[config.mk]
export PLATFORM = sky130hd
export DESIGN_NAME = sound_sequencer
export DESIGN_NICKNAME = d
export VERILOG_FILES = /design/src/rtl/sound_sequencer.sv
export SDC_FILE = /design/constraint.sdc
export NUM_CORES = 1
export LEC_CHECK = 0
export BUFFER_PORTS_ARGS = -buffer_cell sky130_fd_sc_hd__buf_2
export CORE_MARGIN = 2
export CORE_UTILIZATION = 50
export CTS_CLUSTER_DIAMETER = 150
export DETAILED_ROUTE_END_ITERATION = 8
export MAX_ROUTING_LAYER = met4
export PLACE_DENSITY_LB_ADDON = 0.12
export SYNTH_ARGS = -nofsm -noshare
export SYNTH_HDL_FRONTEND = slang
export SYNTH_SLANG_ARGS = --single-unit
[constraint.sdc]
create_clock -name CLK -period 5.2 [get_ports CLK]
set_input_delay 0.26 -clock CLK [delete_from_list [all_inputs] [get_ports CLK]]
set_output_delay 0.26 -clock CLK [all_outputs]
set_load 0.05 [all_outputs]
[src/rtl/sound_sequencer.sv]
`default_nettype none
// ============================================================================
//  Module      : sound_sequencer
//  Description : Drives the single speaker output. Plays live colour tones
//                from the game controller, and otherwise plays latched
//                4-note event jingles (start, win, lose, high score) in
//                priority order LOSE > WIN > HS > START.
//  Revision    : 1.0 - initial release
// ============================================================================
module sound_sequencer #(
   parameter int               DIV_W    = 16,
   parameter int               LEN_W    = 21,
   parameter logic [DIV_W-1:0] HALF_P0  = 16'd22727,
   parameter logic [DIV_W-1:0] HALF_P1  = 16'd18029,
   parameter logic [DIV_W-1:0] HALF_P2  = 16'd15152,
   parameter logic [DIV_W-1:0] HALF_P3  = 16'd11364,
   parameter logic [LEN_W-1:0] NOTE_LEN = 21'd1500000
) (
   input  logic       CLK,
   input  logic       RST_N,
   input  logic       TONE_ENA,
   input  logic [1:0] TONE_SEL,
   input  logic       START_SND,
   input  logic       WIN_SND,
   input  logic       LOSE_SND,
   input  logic       HS_SND,
   output logic       SPK,
   output logic       BUSY
);

   // Pending-bit / jingle identifiers
   localparam logic [1:0] c_jid_start = 2'd0;
   localparam logic [1:0] c_jid_win   = 2'd1;
   localparam logic [1:0] c_jid_lose  = 2'd2;
   localparam logic [1:0] c_jid_hs    = 2'd3;

   // Note tables, note n in bits [2n+1:2n]
   localparam logic [7:0] c_rom_start = 8'hE4;   // 0,1,2,3
   localparam logic [7:0] c_rom_win   = 8'hEE;   // 2,3,2,3
   localparam logic [7:0] c_rom_lose  = 8'h1B;   // 3,2,1,0
   localparam logic [7:0] c_rom_hs    = 8'h88;   // 0,2,0,2

   localparam logic [DIV_W-1:0] c_div_one  = {{(DIV_W-1){1'b0}}, 1'b1};
   localparam logic [LEN_W-1:0] c_len_one  = {{(LEN_W-1){1'b0}}, 1'b1};
   localparam logic [LEN_W-1:0] c_len_load = NOTE_LEN - c_len_one;

   typedef enum logic [1:0] {
      ST_IDLE   = 2'd0,
      ST_TONE   = 2'd1,
      ST_JINGLE = 2'd2
   } state_t;

   state_t           r_state,    w_state_nxt;
   logic [3:0]       r_pending,  w_pending_nxt;
   logic [1:0]       r_jingle,   w_jingle_nxt;
   logic [1:0]       r_note,     w_note_nxt;
   logic [LEN_W-1:0] r_len,      w_len_nxt;
   logic [DIV_W-1:0] r_div,      w_div_nxt;
   logic             r_spk,      w_spk_nxt;
   logic [1:0]       r_tone_sel, w_tone_sel_nxt;
   logic             r_busy;

   logic [3:0]       w_req;
   logic [3:0]       w_clear;
   logic [1:0]       w_pick;
   logic             w_load;
   logic [1:0]       w_load_idx;
   logic             w_run;
   logic [1:0]       w_run_idx;
   logic             w_silence;

   function automatic logic [DIV_W-1:0] f_half(input logic [1:0] idx);
      case (idx)
         2'd0:    f_half = HALF_P0;
         2'd1:    f_half = HALF_P1;
         2'd2:    f_half = HALF_P2;
         default: f_half = HALF_P3;
      endcase
   endfunction

   function automatic logic [1:0] f_rom(input logic [1:0] jid, input logic [1:0] note);
      logic [7:0] tbl;
      logic [7:0] sh;
      case (jid)
         c_jid_start: tbl = c_rom_start;
         c_jid_win:   tbl = c_rom_win;
         c_jid_lose:  tbl = c_rom_lose;
         default:     tbl = c_rom_hs;
      endcase
      sh    = tbl >> {note, 1'b0};
      f_rom = sh[1:0];
   endfunction

   assign w_req = {HS_SND, LOSE_SND, WIN_SND, START_SND};

   // Highest-priority pending jingle: LOSE > WIN > HS > START
   always_comb begin
      w_pick = c_jid_start;
      if (r_pending[c_jid_lose])     w_pick = c_jid_lose;
      else if (r_pending[c_jid_win]) w_pick = c_jid_win;
      else if (r_pending[c_jid_hs])  w_pick = c_jid_hs;
   end

   // Next-state, sequencing and square-wave generator
   always_comb begin
      w_state_nxt    = r_state;
      w_jingle_nxt   = r_jingle;
      w_note_nxt     = r_note;
      w_len_nxt      = r_len;
      w_tone_sel_nxt = r_tone_sel;
      w_clear        = 4'b0000;
      w_load         = 1'b0;
      w_load_idx     = TONE_SEL;
      w_run          = 1'b0;
      w_run_idx      = r_tone_sel;
      w_silence      = 1'b0;

      case (r_state)
         ST_IDLE: begin
            w_silence = 1'b1;
            if (TONE_ENA) begin
               w_state_nxt    = ST_TONE;
               w_load         = 1'b1;
               w_load_idx     = TONE_SEL;
               w_tone_sel_nxt = TONE_SEL;
            end else if (|r_pending) begin
               w_state_nxt  = ST_JINGLE;
               w_jingle_nxt = w_pick;
               w_note_nxt   = 2'd0;
               w_len_nxt    = c_len_load;
               w_clear      = 4'b0001 << w_pick;
               w_load       = 1'b1;
               w_load_idx   = f_rom(w_pick, 2'd0);
            end
         end
         ST_TONE: begin
            if (!TONE_ENA) begin
               w_state_nxt = ST_IDLE;
               w_silence   = 1'b1;
            end else if (TONE_SEL != r_tone_sel) begin
               w_load         = 1'b1;
               w_load_idx     = TONE_SEL;
               w_tone_sel_nxt = TONE_SEL;
            end else begin
               w_run     = 1'b1;
               w_run_idx = r_tone_sel;
            end
         end
         ST_JINGLE: begin
            if (TONE_ENA) begin
               // Live tone pre-empts; the aborted jingle is dropped
               w_state_nxt    = ST_TONE;
               w_load         = 1'b1;
               w_load_idx     = TONE_SEL;
               w_tone_sel_nxt = TONE_SEL;
            end else if (r_len == '0) begin
               if (r_note != 2'd3) begin
                  w_note_nxt = r_note + 2'd1;
                  w_len_nxt  = c_len_load;
                  w_load     = 1'b1;
                  w_load_idx = f_rom(r_jingle, r_note + 2'd1);
               end else begin
                  w_state_nxt = ST_IDLE;
                  w_silence   = 1'b1;
               end
            end else begin
               w_len_nxt = r_len - c_len_one;
               w_run     = 1'b1;
               w_run_idx = f_rom(r_jingle, r_note);
            end
         end
         default: begin
            w_state_nxt = ST_IDLE;
            w_silence   = 1'b1;
         end
      endcase

      // A same-cycle request for the jingle being started keeps its bit set
      w_pending_nxt = (r_pending & ~w_clear) | w_req;

      w_spk_nxt = r_spk;
      w_div_nxt = r_div;
      if (w_load) begin
         w_spk_nxt = 1'b1;
         w_div_nxt = f_half(w_load_idx) - c_div_one;
      end else if (w_run) begin
         if (r_div == '0) begin
            w_spk_nxt = ~r_spk;
            w_div_nxt = f_half(w_run_idx) - c_div_one;
         end else begin
            w_div_nxt = r_div - c_div_one;
         end
      end else if (w_silence) begin
         w_spk_nxt = 1'b0;
      end
   end

   // State and datapath registers
   always_ff @(posedge CLK or negedge RST_N) begin
      if (!RST_N) begin
         r_state    <= ST_IDLE;
         r_pending  <= 4'b0000;
         r_jingle   <= 2'd0;
         r_note     <= 2'd0;
         r_len      <= '0;
         r_div      <= '0;
         r_spk      <= 1'b0;
         r_tone_sel <= 2'd0;
         r_busy     <= 1'b0;
      end else begin
         r_state    <= w_state_nxt;
         r_pending  <= w_pending_nxt;
         r_jingle   <= w_jingle_nxt;
         r_note     <= w_note_nxt;
         r_len      <= w_len_nxt;
         r_div      <= w_div_nxt;
         r_spk      <= w_spk_nxt;
         r_tone_sel <= w_tone_sel_nxt;
         r_busy     <= (w_state_nxt != ST_IDLE) || (|w_pending_nxt);
      end
   end

   assign SPK  = r_spk;
   assign BUSY = r_busy;

endmodule
`default_nettype wire

==> impl_metrics.json, run 1 <==
{
  "antenna_found_initial": 0,
  "hold_ws_ps": 137,
  "cp-end-kind": "flop",
  "cts-root-buf": "clkbuf_8",
  "wirelength_mm": 7.97,
  "synth.area.mux_share_pct": 2.12,
  "worstHoldStart": "WIN_SND",
  "area_growth_pct": 7.28,
  "vias": 2953,
  "avgSynthCellArea_sq_um": 8.76,
  "cts_inserted_buffers": 5,
  "async_reset_ff_share_pct": 100,
  "synthDominantCellAreaShare_pct": 36.1,
  "peakVddDrop_uv": 343,
  "pwr-share-seq_pct": 28.5,
  "dp_hpwl_mm": 5.84,
  "setup_violations": 0,
  "ant_nets": 0,
  "finalCritPeriodShare_pct": 87.2,
  "grt_pass1_wl_mm": 13.4,
  "yosys_register_bits": 51,
  "min_period_ps": 4530,
  "num_io_pins": 11,
  "io_buffers": 10,
  "grt-ovfl-total": 0,
  "worstMarginPinSlew_ps": 866,
  "worst_r2r_endpoint": "r_div[12]",
  "grt_usage_pct": 22.6,
  "whs_path_depth": 2,
  "p_leak_nw": 1.45,
  "via_per_inst": 5.81,
  "intPower_mw": 1.12,
  "p_sw_share_pct": 47.3,
  "grt_pass1_vias": 2762,
  "critical_path_class": "flop to flop",
  "drt_iter0_drc": 164,
  "synth_top_family_by_area": "simple AND/OR/NAND/NOR gates",
  "syn_area_sq_um": 3540,
  "antenna_cells": 0,
  "routedWlPerCell_microns": 15.7,
  "fin_nets": 441,
  "cts_tree": "built",
  "synth.area.top_cells": "dfrtp_1 (36%), ha_1 (7.4%), o21ai_0 (4.4%), nor2_1 (4.2%), nand2_1 (3.3%)",
  "ys_warn_count": 0,
  "status": "completed",
  "required_ps": 5400,
  "post_route_cells_drive_above_1_share_pct": 10.2,
  "worstHoldEndpoint": "r_pending[1]",
  "synthSimpleGateAreaFrac_pct": 24.3,
  "synth_ff_type": "dfrtp_1",
  "h-tree-depth": 2,
  "synth_edf_count": 0,
  "cts_buffer_depth": 2,
  "reg2regPathDepth": 17,
  "cts_resized": 0,
  "r2r_start": "r_len[0]",
  "synth_fa_ha_area_share_pct": 7.42,
  "p_switching_mw": 1.01,
  "drv_cap": 0,
  "post-synth-top-area-cell": "dfrtp_1",
  "power_frac_clock_pct": 13.8,
  "critPathArrivalTime_ps": 4730,
  "fillers": 656,
  "synth_fp_nets": 434,
  "report.final.slew_viol_count": 0,
  "min_path_type": "input pin to flop",
  "row_count": 30,
  "fmax_ghz": 0.221,
  "rsz0062_at_grt": "false",
  "start_util_pct": 51.8,
  "core_region_area_sq_um": 6830,
  "cts.sinks": 51,
  "synth_xor_xnor_area_share_pct": 4.45,
  "pwr-share-comb_pct": 57.6,
  "clkTransAtPathRegs_ps": 100,
  "cp-start-kind": "flop",
  "fp.dieW_microns": 88.1,
  "die_h_microns": 88.1,
  "route.detailed.drc": 0,
  "tns_ps": 0,
  "r2r_slack_ps": 670,
  "synth_cell_types": 65,
  "worstPathMaxFanout": 7,
  "final_hold_viol_count": 0,
  "grt_max_degree": 36,
  "yosysSeqAreaShare_pct": 36.1,
  "postSynthCellCount": 404,
  "final_util_pct": 55.6,
  "dieArea_sq_um": 7770,
  "relSlewSlack_pct": 42.1,
  "insertion_delay_ps": 310,
  "synth_compound_area_share_pct": 21.8,
  "fin_skew_ps": 5.97,
  "powerDensity_nw_per_um2": 562,
  "gp_congestion": 0.910,
  "first_pass_iters": 5
}
-- critical path, cell delays in order, from the launching register on --
cell      delay [ps]
dfrtp_1          420
inv_1             70
ha_1             150
nor3b_2          250
nand4_1          270
o211a_1          340
o21ai_0          470
inv_1            180
ha_1             270
or2_2            290
a21oi_1          160
a21o_1           150
ha_1             290
nand2b_1          70
or4_1            490
nor4_1           260
mux2i_1          230
o21ai_1           70
-- power groups by stage --
stage / Combinational [mW] / Sequential [mW] / Clock, mW
floorplan: 0.977 / 0.592 / 0
global placement: 1.20 / 0.613 / 0
detailed placement: 1.21 / 0.617 / 0
CTS: 1.22 / 0.608 / 0.307
global route: 1.38 / 0.624 / 0.323
finish: 1.23 / 0.609 / 0.295
-- what timing repair did --
item / 4_1_cts / 5_1_grt
hold buffers: 1 / 0
hold endpoints to repair: 16 / 0
setup buffers: 0 / 0
-- registers in the layout (all words and copies together), names as in the netlist --
signal / cells
r_jingle: 2
BUSY: 1
SPK: 1
r_pending: 4
r_note: 2
r_div: 16
r_state: 2
r_len: 21
r_tone_sel: 2
-- layout by cell type, fill, tap and decap left out, drive strengths merged, types with 3 or more instances in the layout --
cell / count
ha: 21
or4: 5
inv: 21
nor3: 19
mux2i: 3
xnor2: 11
nand2b: 12
o31ai: 5
clkbuf: 6
nand2: 31
nor4: 15
dfrtp: 51
a31oi: 9
o21ai: 37
a21oi: 23
o211ai: 3
nor2: 40
buf: 12
mux2: 4
o211a: 3
nor3b: 3
o22ai: 4
a211oi: 3
nand3: 11
nand4: 3
xor2: 7
a21o: 8
or3: 10
-- cell type report --
type	count	area [sq um]	area share (%)
clock buffer	6	82.6	2.17
clock inverter	2	38.8	1.02
timing repair buffer	13	75.1	1.98
sequential	51	1280	33.6
inverter	20	75.1	1.98
multi-input combinational	320	2130	56.1
tap	96	120	3.16
-- kinds of logic (layout without fill, tap and decap cells) --
family | after synthesis | count (layout)
AOI/OAI and AO/OA | 116 | 116
xor gates and xnor gates | 18 | 18
adders and majority gates | 21 | 21
buffers and inverters | 33 | 41
DFF | 51 | 51
muxes | 7 | 7
and+or+nand+nor | 158 | 158
-- cell usage after synthesis (5+ instances only) --
library cell / count
xnor2_1: 11
xor2_1: 7
o21ai_0: 31
nand3_1: 11
or3_1: 10
ha_1: 21
nor4_1: 12
inv_1: 19
a21oi_1: 21
nor3_1: 19
nand2_1: 31
a31oi_1: 9
or4_1: 5
a21o_1: 8
nand2b_1: 12
dfrtp_1: 51
clkbuf_1: 9
nor2_1: 40
-- worst max-delay path by stage --
stage	from	endpoint	slack, ps
global placement	r_len[0]	r_div[12]	880
global route	r_len[0]	r_div[12]	200
CTS	r_len[0]	r_div[12]	690
floorplan	r_len[0]	r_div[12]	1160
finish	r_len[0]	r_div[12]	670
detailed placement	r_len[0]	r_div[12]	710
-- layer usage --
layer	global-route usage [%]	wire length, microns
met5	-	0
met4	4.96	85
met3	2.64	203
met1	31.0	3790
met2	36.3	3890
-- stage by stage --
| step | power (mW) | cells | setup WS, ps | instance area (sq um) |
|---|---|---|---|---|
| after floorplan | 1.57 | 404 | 1160 | 3540 |
| after global placement | 1.82 | 499 | 880 | 3670 |
| after detailed placement | 1.83 | 499 | 711 | 3670 |
| after CTS | 2.14 | 508 | 689 | 3800 |
| final | 2.14 | 508 | 666 | 3800 |
| after global routing | 2.33 | 508 | 203 | 3800 |
Note: power is estimated with default switching activity, not from simulation.
==> run 2: changes to the inputs <==
--- a/config.mk
+++ b/config.mk
@@ -7,7 +7,7 @@
 export LEC_CHECK = 0
 export BUFFER_PORTS_ARGS = -buffer_cell sky130_fd_sc_hd__buf_2
 export CORE_MARGIN = 2
-export CORE_UTILIZATION = 50
+export CORE_UTILIZATION = 40
 export CTS_CLUSTER_DIAMETER = 150
 export DETAILED_ROUTE_END_ITERATION = 8
 export MAX_ROUTING_LAYER = met4
==> impl_metrics.json, run 2 (same netlist as run 1, synthesis figures left out) <==
{
  "area_growth_pct": 6.40,
  "status": "completed",
  "cts_inserted_buffers": 5,
  "row_count": 34,
  "cts_setup_buffers": 0,
  "setup_violations": 0,
  "clkTransAtPathRegs_ps": 100,
  "antenna_found_initial": 0,
  "io_buffers": 10,
  "routedWlPerCell_microns": 16.0,
  "drt_iter0_drc": 112,
  "fin_nets": 440,
  "cp-end-kind": "flop",
  "final_cells": 518,
  "grt-ovfl-total": 0,
  "grt_usage_pct": 18.8,
  "worstMarginPinSlew_ps": 1130,
  "fp.dieW_microns": 98.1,
  "top_regs": "r_len (21), r_div (16), r_pending (4)",
  "min_period_ps": 4570,
  "vias": 2954,
  "h-tree-depth": 2,
  "dp.cells": 510,
  "grt_max_degree": 27,
  "die_h_microns": 98.1,
  "start_util_pct": 41.0,
  "largest_reg_flops": 21,
  "dieArea_sq_um": 9620,
  "reg2regPathDepth": 17,
  "final_common_cell": "dfrtp_1",
  "num_io_pins": 11,
  "via_per_inst": 5.70,
  "antenna_cells": 0,
  "layout_common_cells": "dfrtp_1 (51), nor2_1 (40), o21ai_0 (31), nand2_1 (31)",
  "post_route_cells_drive_above_1_share_pct": 9.76,
  "critical_path_class": "flop to flop",
  "min_path_type": "input pin to flop",
  "cts_resized": 0,
  "p_leak_nw": 1.43,
  "critPathArrivalTime_ps": 4730,
  "powerDensity_nw_per_um2": 547,
  "insertion_delay_ps": 310,
  "wirelength_mm": 8.30,
  "drv_cap": 0,
  "gp_congestion": 0.869,
  "fin_skew_ps": 8.29,
  "rsz0062_at_grt": "false",
  "grt_pass1_wl_mm": 14.5,
  "cp-start-kind": "flop",
  "peakVddDrop_uv": 188,
  "tns_ps": 0,
  "cts_tree": "built",
  "first_pass_iters": 4,
  "top_register": "r_len",
  "whs_path_depth": 2,
  "grt_pass1_vias": 2903,
  "final_hold_viol_count": 0,
  "cts-root-buf": "clkbuf_8",
  "ant_nets": 0,
  "core_region_area_sq_um": 8640,
  "route.detailed.drc": 0,
  "cts_buffer_depth": 2,
  "required_ps": 5360,
  "cts.sinks": 51,
  "dp_hpwl_mm": 6.17,
  "fmax_ghz": 0.219,
  "report.final.slew_viol_count": 0,
  "finalCritPeriodShare_pct": 88.0,
  "worstPathMaxFanout": 7,
  "relSlewSlack_pct": 24.8
}
-- run 2: cell types whose count changed in the layout (fill, tap and decap cells not counted) --
| cell | change |
|---|---|
| clkbuf_8 | -1 |
| bufinv_16 | -1 |
| clkinv_2 | +1 |
| clkinv_4 | +1 |
| buf_4 | -1 |
| inv_6 | -1 |
-- run 2: critical path, stage by stage (launching register included) --
cell and delay (ps):
dfrtp_1 430, inv_1 70, ha_1 150, nor3b_2 250, nand4_1 260, o211a_1 340
o21ai_0 470, inv_1 170, ha_1 270, or2_2 290, a21oi_1 150, a21o_1 150
ha_1 290, nand2b_1 70, or4_1 500, nor4_1 270, mux2i_1 220, o21ai_1 70
-- run 2: worst paths after layout --
kind	startpoint	to	slack (ps)
worst min-delay path	WIN_SND	r_pending[1]	140
worst max-delay path	r_len[0]	r_div[12]	630
max in group asynchronous	RST_N	r_div[11]	3970
worst max register to register	r_len[0]	r_div[12]	630
worst min register to register	r_div[15]	r_div[15]	510
min in group asynchronous	RST_N	r_div[13]	480
-- run 2: final cells by class --
class	count	area, sq um
Tap cell	108	135
Inverter	20	75.1
Timing Repair Buffer	12	67.6
Fill cell	841	4870
Clock buffer	5	68.8
Sequential cell	51	1280
Clock inverter	2	13.8
Multi-Input combinational cell	320	2130
-- run 2: metal layers --
layer  part of all wire [%]  global-route usage, %  up-vias
met2                     48                   29.0       31
met4                    1.7                   5.24        0
met1                     49                   26.1     1424
met5                      0                      -        -
met3                    1.6                   2.36       12
li1                       -                      -     1487
-- run 2: timing repair --
action                                  4_1_cts  5_1_grt
hold buffers                                  1        0
endpoints found under the setup margin        0        0
endpoints found under the hold margin        25        0
-- run 2: per-stage QoR --
stage	cell area (sq um)	hold slack [ps]	setup slack [ps]	utilization, %	power [mW]
2_1_floorplan	3540	-35.6	1160	-	1.57
3_3_place_gp	3670	297	808	42.5	1.83
3_5_place_dp	3670	303	653	42.5	1.84
4_1_cts	3770	134	616	43.6	2.08
5_1_grt	3770	136	209	43.6	2.27
6_report	3770	140	626	43.6	2.06
-- run 2: power breakdown --
part | switching (mW) | internal, mW
logic | 0.758 | 0.459
registers | 0.112 | 0.499
clock network | 0.139 | 0.0925
